--- src/rtl/instruction_fetch_unit_if.sv ---
// Fetch-side bus: the instruction memory port, the IF/ID output register and CPU control.
// The master modport is the fetch unit; the slave modport is memory, decode and control.
interface instruction_fetch_unit_if #(
    parameter int unsigned ADDR_W = 12,
    parameter int unsigned DATA_W = 32
);
    logic [ADDR_W-1:0] imem_addr;
    logic [DATA_W-1:0] imem_data;
    logic [DATA_W-1:0] instr;
    logic [ADDR_W-1:0] instr_pc;
    logic              instr_valid;
    logic              instr_ready;
    logic              redirect_valid;
    logic [ADDR_W-1:0] redirect_pc;
    logic              halt_req;
    logic              halted;
    logic              fault;

    modport master (
        output imem_addr, instr, instr_pc, instr_valid, halted, fault,
        input  imem_data, instr_ready, redirect_valid, redirect_pc, halt_req
    );

    modport slave (
        input  imem_addr, instr, instr_pc, instr_valid, halted, fault,
        output imem_data, instr_ready, redirect_valid, redirect_pc, halt_req
    );
endinterface

--- src/rtl/instruction_fetch_unit.sv ---
// PC sequencer feeding the IF/ID register, with backpressure, redirect and halt.
// Define FETCH_FAULT_EN to trap fetches at pc >= MEM_DEPTH (adds the FAULT state).
module instruction_fetch_unit #(
    parameter int unsigned ADDR_W    = 12,
    parameter int unsigned DATA_W    = 32,
    parameter int unsigned MEM_DEPTH = 128,
    parameter int unsigned RESET_PC  = 0
) (
    input  logic                      clk,
    input  logic                      rst_n,
    instruction_fetch_unit_if.master  bus
);
    typedef enum logic [1:0] {
        ST_RUN,
        ST_HALTED
`ifdef FETCH_FAULT_EN
        , ST_FAULT
`endif
    } state_t;

    state_t            r_state;
    logic [ADDR_W-1:0] r_pc;
    logic [DATA_W-1:0] r_instr;
    logic [ADDR_W-1:0] r_instr_pc;
    logic              r_valid;
    logic              r_halted;
    logic              w_xfer;
    logic              w_load_ok;

    assign w_xfer    = r_valid && bus.instr_ready;
    assign w_load_ok = !r_valid || bus.instr_ready;

`ifdef FETCH_FAULT_EN
    logic r_fault;
    logic w_out_of_range;
    assign w_out_of_range = (32'(r_pc) >= MEM_DEPTH);
    assign bus.fault      = r_fault;
`else
    assign bus.fault      = 1'b0;
`endif

    assign bus.imem_addr   = r_pc;
    assign bus.instr       = r_instr;
    assign bus.instr_pc    = r_instr_pc;
    assign bus.instr_valid = r_valid;
    assign bus.halted      = r_halted;

    always_ff @(posedge clk) begin
        if (!rst_n) begin
            r_state    <= ST_RUN;
            r_pc       <= ADDR_W'(RESET_PC);
            r_instr    <= '0;
            r_instr_pc <= '0;
            r_valid    <= 1'b0;
            r_halted   <= 1'b0;
`ifdef FETCH_FAULT_EN
            r_fault    <= 1'b0;
`endif
        end else if (bus.redirect_valid) begin
            // Redirect owns the pc and flushes; a simultaneous halt still decides the state.
            r_pc     <= bus.redirect_pc;
            r_valid  <= 1'b0;
            r_state  <= bus.halt_req ? ST_HALTED : ST_RUN;
            r_halted <= bus.halt_req;
`ifdef FETCH_FAULT_EN
            r_fault  <= 1'b0;
`endif
        end else begin
            case (r_state)
                ST_RUN: begin
                    if (bus.halt_req) begin
                        r_state  <= ST_HALTED;
                        r_halted <= 1'b1;
                        if (w_xfer) r_valid <= 1'b0;
                    end else if (w_load_ok) begin
`ifdef FETCH_FAULT_EN
                        if (w_out_of_range) begin
                            r_state <= ST_FAULT;
                            r_fault <= 1'b1;
                            r_valid <= 1'b0;
                        end else
`endif
                        begin
                            r_instr    <= bus.imem_data;
                            r_instr_pc <= r_pc;
                            r_valid    <= 1'b1;
                            r_pc       <= r_pc + ADDR_W'(1);
                        end
                    end
                end
                // HALTED and FAULT only drain the held instruction.
                default: begin
                    if (w_xfer) r_valid <= 1'b0;
                end
            endcase
        end
    end
endmodule

--- src/flat_wrapper.sv ---
// flat-port wrapper written by rule: the top's interface ports become plain ports
module instruction_fetch_unit_flat 
#(
    parameter int unsigned ADDR_W    = 12,
    parameter int unsigned DATA_W    = 32,
    parameter int unsigned MEM_DEPTH = 128,
    parameter int unsigned RESET_PC  = 0
)
  (clk, rst_n, bus_imem_addr, bus_instr, bus_instr_pc, bus_instr_valid, bus_halted, bus_fault, bus_imem_data, bus_instr_ready, bus_redirect_valid, bus_redirect_pc, bus_halt_req);
  instruction_fetch_unit_if #(.ADDR_W(ADDR_W), .DATA_W(DATA_W)) bus_i ();
  input  logic clk;
  input  logic rst_n;
  output wire logic [$bits(bus_i.imem_addr)-1:0] bus_imem_addr;
  output wire logic [$bits(bus_i.instr)-1:0] bus_instr;
  output wire logic [$bits(bus_i.instr_pc)-1:0] bus_instr_pc;
  output wire logic [$bits(bus_i.instr_valid)-1:0] bus_instr_valid;
  output wire logic [$bits(bus_i.halted)-1:0] bus_halted;
  output wire logic [$bits(bus_i.fault)-1:0] bus_fault;
  input wire logic [$bits(bus_i.imem_data)-1:0] bus_imem_data;
  input wire logic [$bits(bus_i.instr_ready)-1:0] bus_instr_ready;
  input wire logic [$bits(bus_i.redirect_valid)-1:0] bus_redirect_valid;
  input wire logic [$bits(bus_i.redirect_pc)-1:0] bus_redirect_pc;
  input wire logic [$bits(bus_i.halt_req)-1:0] bus_halt_req;
  assign bus_imem_addr = bus_i.imem_addr;
  assign bus_instr = bus_i.instr;
  assign bus_instr_pc = bus_i.instr_pc;
  assign bus_instr_valid = bus_i.instr_valid;
  assign bus_halted = bus_i.halted;
  assign bus_fault = bus_i.fault;
  assign bus_i.imem_data = bus_imem_data;
  assign bus_i.instr_ready = bus_instr_ready;
  assign bus_i.redirect_valid = bus_redirect_valid;
  assign bus_i.redirect_pc = bus_redirect_pc;
  assign bus_i.halt_req = bus_halt_req;
  instruction_fetch_unit #(.ADDR_W(ADDR_W), .DATA_W(DATA_W), .MEM_DEPTH(MEM_DEPTH), .RESET_PC(RESET_PC)) u_core (.clk(clk), .rst_n(rst_n), .bus(bus_i));
endmodule
--- config.mk ---
export PLATFORM = sky130hd
export DESIGN_NAME = instruction_fetch_unit_flat
export DESIGN_NICKNAME = d
export VERILOG_FILES = /design/src/rtl/instruction_fetch_unit_if.sv /design/src/rtl/instruction_fetch_unit.sv /design/src/flat_wrapper.sv
export SDC_FILE = /design/constraint.sdc
export NUM_CORES = 1
export LEC_CHECK = 0
export ABC_AREA = 1
export ABC_CLOCK_PERIOD_IN_PS = 1530
export CAP_MARGIN = 15
export CORE_MARGIN = 5
export CORE_UTILIZATION = 47
export CTS_CLUSTER_SIZE = 30
export DETAILED_ROUTE_END_ITERATION = 12
export DONT_BUFFER_PORTS = 1
export PLACE_DENSITY_LB_ADDON = 0.05
export SETUP_SLACK_MARGIN = 0.2
export SYNTH_ARGS = -nofsm -noshare
export SYNTH_HDL_FRONTEND = slang
export SYNTH_SLANG_ARGS = --single-unit
export TNS_END_PERCENT = 20
--- constraint.sdc ---
create_clock -name clk -period 1.53 [get_ports clk]
set_input_delay 0.459 -clock clk [delete_from_list [all_inputs] [get_ports clk]]
set_output_delay 0.459 -clock clk [all_outputs]
set_load 0.01 [all_outputs]
==> results by group <==
Critical path
  • Family with the most delay on the worst path: flip-flops
  • Slack of the worst reg-to-reg path: 0.23 ns
  • Worst path required time: 1.07 ns
  • FF-to-FF Start: u_core.r_state[0]
  • Crit. Startpoint: u_core.bus.imem_addr[2]
  • Crit Path Class: reg2out
  • R2r endpoint: u_core.bus.instr[24]
  • Worst R2R Path Depth: 7
  • CP Cell Sequence: buf_4
  • Slowest cell delay on critical path: 0.37 ns
  • Worst EP arrival: 0.85 ns
  • Crit path max fanout: 5
  • CP Buf/Inv Count: 1
  • CP Depth: 1
  • Crit. End Element: output port
  • CP startpoint kind: register
  • Critical path's slowest cell: dfxtp_2

Floorplanning
  • Site Rows: 25
  • Total I/O pin count: 108
  • Die Span Y: 81.1 um
  • Die ar.: 0.00658 mm2
  • Core area: 0.00482 mm2
  • Die X: 81.1 um
  • Initial Util: 49.4%

Yosys
  • Synth warn: 0
  • Yosys top cell area share: 48.8%
  • Register area share after synthesis: 48.8%
  • Post-synth top area cell: dfxtp_1
  • Synth cell types: 31
  • Mapped Area: 0.00238 mm2
  • Gate Count Post-Synth: 319
  • Synth Area per Inst: 7.45 um2
  • Yosys reg bits: 58
  • Largest cells by area after synthesis: dfxtp_1 (49%), nor2_1 (13%), o21ai_0 (8.6%)
  • Post-Syn Nets: 369

Place
  • PortBufs: 0
  • HPWL Detailed: 4050 um
  • GPL Wtd Cong: 0.804

Clock network
  • Num CTS Buffers: 9
  • CTS max path bufs: 2
  • Clock Tree Root: clkbuf_8
  • Sink Count: 58
  • CTS tree: yes
  • Htree depth: 3
  • Cts-stage hold buffer count: 0
  • Clock Latency Late Sink: 0.33 ns
  • CTS clk-pin slew, worst paths: 0.07 ns

Cells and area
  • Most common cell after layout, fill and taps aside: nor2_1
  • Layout cells sized above 1: 18.5%
  • # fillers: 451
  • Layout Area Growth over Synthesis: 22.9%
  • Most frequent cells in the layout: nor2_1 (83), dfxtp_1 (53), nand2_1 (38), o21ai_0 (37), buf_4 (20)
  • Antenna fix cells: 0
  • Fin nets: 391
  • Area occupied by multi-input gates: 0.00107 mm2
  • Reg area: 0.00117 mm2

Hold path
  • Min-Delay Path Depth: 1
  • Hold wc startpoint: bus_redirect_valid
  • Hold EP: u_core.bus.instr_valid
  • HP Class: in2reg

Timing
  • Hold WS: 0.210 ns
  • Fin crit period: 1.31 ns
  • Period Utilization, post-route: 85.6%
  • Final Slew Violations: 0
  • Final Hold Viols: 0
  • Max Fclk: 764 MHz
  • RSZ-0062 raised after global routing: yes
  • Final setup viols: 0
  • Setup TNS: 0 ns
  • Final setup skew: 0.00668 ns

Route
  • Via count: 2141
  • DRC Markers: 0
  • DR WL/cell: 15.7 um
  • Vias per inst: 5.18
  • Drt first-iter violations: 99
  • Post-route ant nets: 0
  • First-pass detailed-route iteration total: 4
  • Drt total wl: 6490 um

Global route
  • First-pass GRT wire length: 9520 um
  • Initial antenna violation count: 0
  • Largest net degree at the start of global routing: 50
  • All-Layer GR Usage: 18.9%
  • Gr ovfl total: 0
  • Vias in the first global route: 1937

Power and ir drop
  • Leak pwr: 1.27 nW
  • Peak supply drop: 0.805 mV
  • Pwr/cell area: 1170 mW/mm2
  • Design Power: 0.00340 W

Outcome
  • Outcome: complete, no violations

Job
  • MaxCap Viol Count: 0
-- per-layer routing --
| metal | vias to the layer above | part of all wire, % | track usage, % |
|---|---|---|---|
| li1 | 1065 | - | - |
| met1 | 990 | 42 | 23.2 |
| met2 | 80 | 48 | 30.0 |
| met3 | 6 | 8.3 | 6.65 |
| met4 | 0 | 1.0 | 8.11 |
| met5 | - | 0 | 0 |
-- cells in the mapped netlist (all sizes together) --
master  instances
xor2            1
ha              1
nor2           88
o211a           1
nor3            4
nand4           2
a31oi           2
a211oi          1
o21bai          1
nand3b          1
buf            12
conb            1
nand2          43
dfxtp          58
clkbuf          5
o21ai          51
nand3          10
clkinv          2
a21oi          16
inv            18
xnor2           1
-- per-stage QoR --
stage	cell area, um2	std cells	utilization (%)	setup WS (ns)
3_3_place_gp	2480	381	51.4	-0.0164
5_1_grt	2920	413	60.6	0.150
2_1_floorplan	2380	319	-	0.231
6_report	2920	413	60.6	0.221
4_1_cts	2660	397	55.3	0.159
3_5_place_dp	2480	381	51.4	-0.0552
-- flip-flops by register name (all words and copies together) (netlist names) --
register and count:
u_core.bus.instr_pc 12, u_core.r_state 1, u_core.bus.imem_addr 12, u_core.bus.instr_valid 1
u_core.bus.instr 32
-- worst max path at each step --
stage	end	slack, ns
after detailed placement	u_core.bus.instr_pc[5]	-0.06
final	bus_imem_addr[2]	0.22
after CTS	bus_imem_addr[0]	0.16
after global routing	u_core.bus.instr_pc[1]	0.15
after global placement	u_core.bus.instr_pc[5]	-0.02
after floorplan	u_core.bus.imem_addr[0]	0.23
-- kinds of logic after synthesis --
group | after synthesis | synth area share (%)
and+or+nand+nor | 148 | 26.2
DFF | 58 | 48.8
other | 1 | 0.158
xor gates and xnor gates | 2 | 0.737
buffers and inverters | 37 | 7.37
AOI/OAI and AO/OA | 72 | 16.2
adders and majority gates | 1 | 0.526
-- power by group --
group	internal [W]	switching, W
clock	0.000717	0.000570
combinational	0.000179	0.000207
sequential	0.00162	0.000114
total	0.00251	0.000892
-- cell type report --
cell class | instances | share of cell area, %
Sequential cell | 58 | 40.0
Multi-Input combinational cell | 224 | 36.8
Timing Repair Buffer | 28 | 11.3
Clock buffer | 14 | 5.91
Tap cell | 67 | 2.87
Inverter | 20 | 2.83
Clock inverter | 2 | 0.343
-- repair_timing --
action,CTS,global route
pin swaps,0,4
setup endpoints to repair,42,43
gates resized for setup,2,20
setup buffers,0,12
gates cloned,0,4
(Power assumes the default switching activity.)
